File: src/rtl/fpmac_pkg.sv
// Shared definitions for the FPMAC datapath: operand format, SRAM geometry
// and the operand-fetch sequencer states.
package fpmac_pkg;

    localparam int DATA_W = 16;
    localparam int ADDR_W = 4;

    typedef logic [DATA_W-1:0] fp16_t;

    typedef enum logic [2:0] {
        IDLE,
        READ_A,
        READ_B,
        SEND,
        DONE
    } fetch_state_e;

endpackage

File: src/rtl/sram_operand_fetch_if.sv
// Bus bundle between the operand fetcher, the operand SRAM and the FPMAC input.
// The master side is the fetcher; the slave side is the SRAM plus FPMAC.
interface sram_operand_fetch_if #(
    parameter int DATA_W = fpmac_pkg::DATA_W,
    parameter int ADDR_W = fpmac_pkg::ADDR_W
);

    logic              mem_readEn;
    logic              mem_writeEn;
    logic [ADDR_W-1:0] mem_address;
    logic [DATA_W-1:0] mem_readData;

    logic [DATA_W-1:0] op_a;
    logic [DATA_W-1:0] op_b;
    logic              op_valid;
    logic              op_ready;
    logic              op_last;

    modport master (
        output mem_readEn, mem_writeEn, mem_address,
        input  mem_readData,
        output op_a, op_b, op_valid, op_last,
        input  op_ready
    );

    modport slave (
        input  mem_readEn, mem_writeEn, mem_address,
        output mem_readData,
        input  op_a, op_b, op_valid, op_last,
        output op_ready
    );

endinterface

File: src/rtl/sram_operand_fetch.sv
// Walks consecutive SRAM address pairs from a latched base address and hands
// each (even, odd) word pair to the FPMAC over a valid/ready handshake.
module sram_operand_fetch #(
    parameter int DATA_W    = fpmac_pkg::DATA_W,
    parameter int ADDR_W    = fpmac_pkg::ADDR_W,
    parameter int NUM_PAIRS = 8
) (
    input  logic                clock,
    input  logic                reset,
    input  logic                start,
    input  logic [ADDR_W-1:0]   base_addr,
    input  logic                abort,
    output logic                busy,
    output logic                done,
    sram_operand_fetch_if.master bus
);

    import fpmac_pkg::*;

    localparam logic [ADDR_W-1:0] LAST_K = ADDR_W'(NUM_PAIRS - 1);

    fetch_state_e      state_q, state_d;
    logic [ADDR_W-1:0] base_q, base_d;
    logic [ADDR_W-1:0] k_q, k_d;
    logic [DATA_W-1:0] op_a_q, op_a_d;
    logic [DATA_W-1:0] op_b_q, op_b_d;
    logic              op_valid_q, op_valid_d;
    logic              op_last_q, op_last_d;
    logic              busy_q, busy_d;
    logic              done_q, done_d;
    logic              read_en_q, read_en_d;
    logic [ADDR_W-1:0] address_q, address_d;
    logic [ADDR_W-1:0] pair_base;

    always_comb begin
        state_d = state_q;
        base_d  = base_q;
        k_d     = k_q;
        op_a_d  = op_a_q;
        op_b_d  = op_b_q;

        if (abort) begin
            state_d = IDLE;
        end else begin
            unique case (state_q)
                IDLE: begin
                    if (start) begin
                        base_d  = base_addr;
                        k_d     = '0;
                        state_d = READ_A;
                    end
                end
                READ_A: begin
                    op_a_d  = bus.mem_readData;
                    state_d = READ_B;
                end
                READ_B: begin
                    op_b_d  = bus.mem_readData;
                    state_d = SEND;
                end
                SEND: begin
                    if (bus.op_ready) begin
                        if (op_last_q) begin
                            state_d = DONE;
                        end else begin
                            k_d     = k_q + ADDR_W'(1);
                            state_d = READ_A;
                        end
                    end
                end
                DONE: begin
                    state_d = IDLE;
                end
                default: begin
                    state_d = IDLE;
                end
            endcase
        end

        // Outputs are decoded from the next state so they leave a flop and
        // carry no combinational path from op_ready.
        pair_base  = base_d + (k_d << 1);
        op_valid_d = (state_d == SEND);
        op_last_d  = (state_d == SEND) && (k_d == LAST_K);
        busy_d     = (state_d != IDLE);
        done_d     = (state_d == DONE);
        read_en_d  = (state_d == READ_A) || (state_d == READ_B);
        address_d  = '0;
        if (state_d == READ_A) begin
            address_d = pair_base;
        end else if (state_d == READ_B) begin
            address_d = pair_base + ADDR_W'(1);
        end
    end

    always_ff @(posedge clock or negedge reset) begin
        if (!reset) begin
            state_q    <= IDLE;
            base_q     <= '0;
            k_q        <= '0;
            op_a_q     <= '0;
            op_b_q     <= '0;
            op_valid_q <= 1'b0;
            op_last_q  <= 1'b0;
            busy_q     <= 1'b0;
            done_q     <= 1'b0;
            read_en_q  <= 1'b0;
            address_q  <= '0;
        end else begin
            state_q    <= state_d;
            base_q     <= base_d;
            k_q        <= k_d;
            op_a_q     <= op_a_d;
            op_b_q     <= op_b_d;
            op_valid_q <= op_valid_d;
            op_last_q  <= op_last_d;
            busy_q     <= busy_d;
            done_q     <= done_d;
            read_en_q  <= read_en_d;
            address_q  <= address_d;
        end
    end

    assign bus.mem_readEn  = read_en_q;
    assign bus.mem_writeEn = 1'b0;
    assign bus.mem_address = address_q;
    assign bus.op_a        = op_a_q;
    assign bus.op_b        = op_b_q;
    assign bus.op_valid    = op_valid_q;
    assign bus.op_last     = op_last_q;
    assign busy            = busy_q;
    assign done            = done_q;

endmodule

File: src/flat_wrapper.sv
// flat-port wrapper written by rule: the top's interface ports become plain ports
module sram_operand_fetch_flat import fpmac_pkg::*;
#(
    parameter int DATA_W    = fpmac_pkg::DATA_W,
    parameter int ADDR_W    = fpmac_pkg::ADDR_W,
    parameter int NUM_PAIRS = 8
)
  (clock, reset, start, base_addr, abort, busy, done, bus_mem_readEn, bus_mem_writeEn, bus_mem_address, bus_mem_readData, bus_op_a, bus_op_b, bus_op_valid, bus_op_last, bus_op_ready);
  sram_operand_fetch_if #(.DATA_W(DATA_W), .ADDR_W(ADDR_W)) bus_i ();
  input  logic clock;
  input  logic reset;
  input  logic start;
  input  logic [ADDR_W-1:0] base_addr;
  input  logic abort;
  output logic busy;
  output logic done;
  output wire logic [$bits(bus_i.mem_readEn)-1:0] bus_mem_readEn;
  output wire logic [$bits(bus_i.mem_writeEn)-1:0] bus_mem_writeEn;
  output wire logic [$bits(bus_i.mem_address)-1:0] bus_mem_address;
  input wire logic [$bits(bus_i.mem_readData)-1:0] bus_mem_readData;
  output wire logic [$bits(bus_i.op_a)-1:0] bus_op_a;
  output wire logic [$bits(bus_i.op_b)-1:0] bus_op_b;
  output wire logic [$bits(bus_i.op_valid)-1:0] bus_op_valid;
  output wire logic [$bits(bus_i.op_last)-1:0] bus_op_last;
  input wire logic [$bits(bus_i.op_ready)-1:0] bus_op_ready;
  assign bus_mem_readEn = bus_i.mem_readEn;
  assign bus_mem_writeEn = bus_i.mem_writeEn;
  assign bus_mem_address = bus_i.mem_address;
  assign bus_i.mem_readData = bus_mem_readData;
  assign bus_op_a = bus_i.op_a;
  assign bus_op_b = bus_i.op_b;
  assign bus_op_valid = bus_i.op_valid;
  assign bus_op_last = bus_i.op_last;
  assign bus_i.op_ready = bus_op_ready;
  sram_operand_fetch #(.DATA_W(DATA_W), .ADDR_W(ADDR_W), .NUM_PAIRS(NUM_PAIRS)) u_core (.clock(clock), .reset(reset), .start(start), .base_addr(base_addr), .abort(abort), .busy(busy), .done(done), .bus(bus_i));
endmodule
File: config.mk
export PLATFORM = sky130hd
export DESIGN_NAME = sram_operand_fetch_flat
export DESIGN_NICKNAME = d
export VERILOG_FILES = /design/src/rtl/fpmac_pkg.sv /design/src/rtl/sram_operand_fetch_if.sv /design/src/rtl/sram_operand_fetch.sv /design/src/flat_wrapper.sv
export SDC_FILE = /design/constraint.sdc
export NUM_CORES = 1
export LEC_CHECK = 0
export ABC_AREA = 1
export CORE_MARGIN = 2
export CORE_UTILIZATION = 51
export CTS_CLUSTER_SIZE = 10
export DETAILED_ROUTE_END_ITERATION = 8
export PLACE_DENSITY = 0.9
export SLEW_MARGIN = 20
export SYNTH_ARGS = -nofsm -noshare
export SYNTH_HDL_FRONTEND = slang
export SYNTH_SLANG_ARGS = --single-unit
File: constraint.sdc
create_clock -name clock -period 4.2 [get_ports clock]
set_input_delay 0.84 -clock clock [delete_from_list [all_inputs] [get_ports clock]]
set_output_delay 0.84 -clock clock [all_outputs]
set_load 0.01 [all_outputs]
After elaboration in Yosys (flattened, before gate mapping). Cells that the tools add are included.

$add $sub $neg: 3. Equality and inequality tests: 8. Multiplexer cells: 15. Bitwise gates (word level): 1. Reductions and logical operators: 6.

Operator list (number): 2-to-1 mux 4 bit (9); == test 3 x 2 -> 1 bit, second input constant (4); 2-to-1 mux 3 bit (4); case mux 3 bit (4 select lines) (1); adder 4 x 1 -> 4 bit, second input constant (2); case mux 4 bit (2 select lines) (1); == test 3 x 1 -> 1 bit, second input constant (2); adder 4 bit (1); == test 4 x 3 -> 1 bit, second input constant (1); AND reduction 2 bit (2); == test 3 bit, second input constant (1); logical NOT 3 bit (1); nonzero test 3 bit (1); logical AND 1 bit (1); logical OR 1 bit (1); NOT 1 bit (1).

Bits in registers: 52. Input port bits: 25. Output and inout port bits: 42. Word-level logic and storage cells: 44.

Logic depth before layout (Yosys ltp).
Depth in word-level cells: 9. Mapped depth: 17. Gate-level depth less buffers: 17.

Least setup slack after synthesis. OpenSTA, ideal clock, no wires.

Path kind: input-to-reg. Start point: input port bus_op_ready. End point: register u_core.address_q[3] (netlist: u_core.bus.mem_address[3]). Setup time: 116 ps. Data arrival time: 2432 ps. Required time: 4084 ps. Slack: 1651 ps. Stages on the path: 15. Buffers on the path: 0. Cells stage by stage: inv_1 nor2_1 nand3_2 nand2_1 nand3_1 nand2_1 ha_1 inv_1 fa_1 nor2_1 o211ai_1 nand2_1 nand2_1 nand2_1 nand2_1.

Longest elaborated chain between the ends: 7. Elaborated cells between the ends (all ways): 12. Classes of those cells: add/sub (2); eq/ne (2); mux (8).

Ends and longest elaborated chain: start, declared (line flat_wrapper.sv:25) `input wire logic [$bits(bus_i.op_ready)-1:0] bus_op_ready;`; 2-to-1 mux 4 bit (*) (line sram_operand_fetch.sv:62) `if (bus.op_ready) begin`; case mux 4 bit (2 select lines) (*) (line sram_operand_fetch.sv:45) `unique case (state_q)`; 2-to-1 mux 4 bit (*) (line sram_operand_fetch.sv:42) `if (abort) begin`; net u_core.k_d[0] (line sram_operand_fetch.sv:24) `logic [ADDR_W-1:0] k_q, k_d;`; adder 4 bit (*) (line sram_operand_fetch.sv:82) `pair_base = base_d + (k_d << 1);`; adder 4 x 1 -> 4 bit (line sram_operand_fetch.sv:92) `address_d = pair_base + ADDR_W'(1);`; 2-to-1 mux 4 bit (line sram_operand_fetch.sv:91) `end else if (state_d == READ_B) begin`; 2-to-1 mux 4 bit (*) (line sram_operand_fetch.sv:89) `if (state_d == READ_A) begin`; net u_core.address_d[3] (line sram_operand_fetch.sv:32) `logic [ADDR_W-1:0] address_q, address_d;`; end signal, assigned (line sram_operand_fetch.sv:120) `address_q <= address_d;`; end, declared (line sram_operand_fetch.sv:32).

Mark *: on every way through the listed nets, which the timed path passes. The rest lies on a longest branch. A chain may end at the register's enable or synchronous reset.

Final worst setup path.
Start point: input port abort. End point: register u_core.address_q[3] (netlist: u_core.bus.mem_address[3]).

Longest elaborated chain between the ends: 5. Elaborated cells between the ends (all ways): 9. Classes of those cells: add/sub (2); eq/ne (2); mux (5).

Ends and longest elaborated chain: start, declared (line flat_wrapper.sv:14) `input logic abort;`; 2-to-1 mux 4 bit (line sram_operand_fetch.sv:42); adder 4 bit (line sram_operand_fetch.sv:82); adder 4 x 1 -> 4 bit (line sram_operand_fetch.sv:92); 2-to-1 mux 4 bit (line sram_operand_fetch.sv:91); 2-to-1 mux 4 bit (*) (line sram_operand_fetch.sv:89); net u_core.address_d[3] (line sram_operand_fetch.sv:32).

Marks and branches as above.

==> impl_metrics.py <==
metrics = {
    "detailed_routing": {
        "wl_per_cell_um": 13.1,
        "drc": 0,
        "num_vias": 1907,
        "dr.pass1.iters": 4,
        "first_iter_violations": 194,
        "avgViaCountPerCell": 5.09,
        "ant_nets": 0,
        "wirelength_mm": 4.93,
    },
    "clock_network": {
        "max-clock-path-buffers": 2,
        "htree_num_levels": 2,
        "holdBufCountCts": 0,
        "cts_root_buffer": "clkbuf_8",
        "cts.sinks": 52,
        "numCtsBuffers": 5,
        "cts_tree": "yes",
        "post_cts_buffers": 0,
        "path_clk_slew_ns": 0.09,
        "post_cts_resized": 0,
        "clk_latency_ns": 0.30,
    },
    "power": {
        "power_leakage_uw": 0.00150,
        "ir_drop_mv": 0.372,
        "p_per_area_mw_per_mm2": 469,
        "total_power_uw": 1440,
    },
    "sta": {
        "finalSetupViolations": 0,
        "period_needed_ns": 3.09,
        "max_freq_mhz": 324,
        "worst_pin_slew_ns": 0.633,
        "fin_crit_sh_pct": 73.5,
        "slew_headroom_pct": 57.8,
        "finalMaxSlewViolations": 0,
        "rsz0062_at_grt": "false",
        "finClkSkew_ns": 0.0146,
        "hold_viol_final": 0,
        "tns_ns": 0,
    },
    "critical_path": {
        "cp.arrival_ns": 3.28,
        "crit_path_cell_trace": "clkdlybuf4s50_1 > inv_1 > nand4_2 > or2_2 > o21ai_1 > fa_1 > nor2_1 > o211ai_1 > nand2_1 > nand2_1 > nand2_1 > nand2_1",
        "reg2regPathDepth": 11,
        "crit_family": "simple AND/OR/NAND/NOR gates",
        "reg2reg_from": "u_core.state_q[1]$_DFF_PN0_",
        "cp_common_cell": "nand2_1",
        "worstSetupPathType": "in -> reg",
        "end_kind": "flop",
        "crit_fanout": 7,
        "worst_ep_required_time_ns": 4.40,
        "rrSetupSlack_ns": 1.61,
        "critPathMaxStageDelay_ns": 0.51,
        "reg2reg_to": "u_core.bus.mem_address[3]$_DFF_PN0_",
        "crit_start": "abort",
        "path_buf_inv": 2,
        "slowest_stage": "clkdlybuf4s50_1",
        "critPathLaunchType": "input port",
    },
    "logic_synthesis": {
        "ys.flop_type": "dfrtp_1",
        "synth.distinct_cells": 31,
        "yosys_warnings": 0,
        "synth_seq_cells": 52,
        "seq_area_frac_synth_pct": 56.5,
        "synth_fp_nets": 285,
        "synth_area_sq_mm": 0.00230,
        "synth_cells": 256,
        "async_reset_ff_share_pct": 100,
        "avgSynthCellArea_sq_um": 9.00,
        "synth_edf_count": 0,
    },
    "hold_path": {
        "worstHoldStart": "u_core.bus.op_b[8]$_DFFE_PN0P_",
        "min_path_cells": 2,
        "hold_path.class": "reg -> reg",
        "min_to": "u_core.bus.op_b[8]$_DFFE_PN0P_",
    },
    "finish": {
        "drive_above_1_share_pct": 9.91,
        "num_antenna_cells": 0,
        "mostFrequentLayoutCells": "nand2_1 (67), clkdlybuf4s50_1 (64), dfrtp_1 (52)",
        "nets": 351,
        "fin_area_sq_mm": 0.00308,
        "nFillCells": 323,
        "final_common_cell": "nand2_1",
        "multi_input_area_sq_um": 827,
        "syn2layout_area_growth_pct": 33.6,
        "seqCellArea_sq_mm": 0.00130,
    },
    "global_route": {
        "grt.overflow.total": 0,
        "grt_start_max_net_pins": 53,
        "grt_pass1_vias": 1755,
        "antenna_found_initial": 0,
        "grtUsageTotal_pct": 20.9,
        "grt_pass1_wl_mm": 8.35,
    },
    "placement": {
        "place_area_sq_mm": 0.00299,
        "dpl.hpwl_mm": 3.64,
        "finalWeightedCongestion": 0.869,
        "port_buffers": 65,
    },
    "die": {
        "dieArea_sq_mm": 0.00507,
        "core-area_sq_mm": 0.00435,
        "pin_count": 67,
        "start_util_pct": 52.9,
        "dieWidth_um": 71.2,
        "rows": 24,
        "die_h_um": 71.2,
    },
    "job": {
        "cap_violations": 0,
    },
    "outcome": {
        "status": "completed",
    },
}
-- layer usage --
layer,track usage (%),routed length [um],up-vias
met4,7.97,137,0
met1,27.4,2140,899
met3,3.42,193,12
li1,-,-,938
met5,0,0,-
met2,35.0,2460,58
-- worst max-delay path by stage --
stage	end	cells past startpoint
2_1_floorplan	u_core.bus.mem_address[3]$_DFF_PN0_	15
3_3_place_gp	u_core.bus.mem_address[3]$_DFF_PN0_	12
3_5_place_dp	u_core.bus.mem_address[3]$_DFF_PN0_	12
4_1_cts	u_core.bus.mem_address[3]$_DFF_PN0_	12
5_1_grt	u_core.bus.mem_address[3]$_DFF_PN0_	12
6_report	u_core.bus.mem_address[3]$_DFF_PN0_	12
-- area by class of cell --
type,count,share of cell area [%]
clock buffers,6,2.36
clock inverters,2,0.447
inverters,38,4.63
multi-input cells,159,26.9
flip-flops and latches,52,42.3
well taps,52,2.11
repair buffers,66,21.3
-- worst min-delay path, stage by stage (launching register included) --
cell and delay, ns:
dfrtp_1 0.35, nand2_1 0.05, o21ai_0 0.06
-- kinds of logic (layout without fill, tap and decap cells) --
logic type | Yosys count | after routing | synth area share (%)
AOI/OAI and AO/OA | 45 | 45 | 10.6
adders and majority gates | 4 | 4 | 2.50
buffers and inverters | 45 | 112 | 7.60
xor gates and xnor gates | 1 | 1 | 0.380
other | 1 | 1 | 0.163
and+or+nand+nor | 108 | 108 | 22.3
DFF | 52 | 52 | 56.5
-- Yosys cell counts (2+ instances only) --
cell type | n | share of area [%]
nand2_1 | 67 | 11
dfrtp_1 | 52 | 56
inv_1 | 34 | 5.5
o21ai_1 | 19 | 4.1
o21ai_0 | 18 | 3.9
nand3_1 | 12 | 2.6
nor2_1 | 8 | 1.3
nand2_2 | 6 | 1.6
clkbuf_1 | 4 | 0.65
inv_2 | 4 | 0.65
ha_1 | 3 | 1.6
nand3_2 | 3 | 1.3
nor2_2 | 3 | 0.81
a21oi_1 | 2 | 0.43
buf_2 | 2 | 0.43
nor2_4 | 2 | 0.98
nor3_1 | 2 | 0.43
o211ai_1 | 2 | 0.65
-- where the power goes --
group          switching, uW  leakage (uW)  internal, uW
Sequential              58.6      0.000663           615
Clock                    159     0.0000456           119
Combinational            224      0.000793           268
Total                    441       0.00150          1000
-- per-stage QoR --
step | cells | hold slack, ns | worst slack [ns] | util [%]
after detailed placement | 367 | 0.469 | 0.881 | 68.6
after floorplan | 256 | 0.450 | 1.65 | -
final | 375 | 0.489 | 1.11 | 70.7
after global routing | 375 | 0.520 | 0.969 | 70.7
after global placement | 367 | 0.466 | 1.03 | 68.6
after CTS | 375 | 0.494 | 1.20 | 70.6
-- state kept, by name, summed over array words and instances (netlist names) --
register / count
u_core.bus.op_last: 1
u_core.k_q: 4
u_core.bus.op_b: 16
u_core.bus.op_a: 16
u_core.bus.op_valid: 1
u_core.state_q: 3
u_core.base_q: 4
u_core.bus.mem_address: 4
u_core.done: 1
u_core.bus.mem_readEn: 1
u_core.busy: 1
No activity file was read; power rests on OpenSTA's default activity.
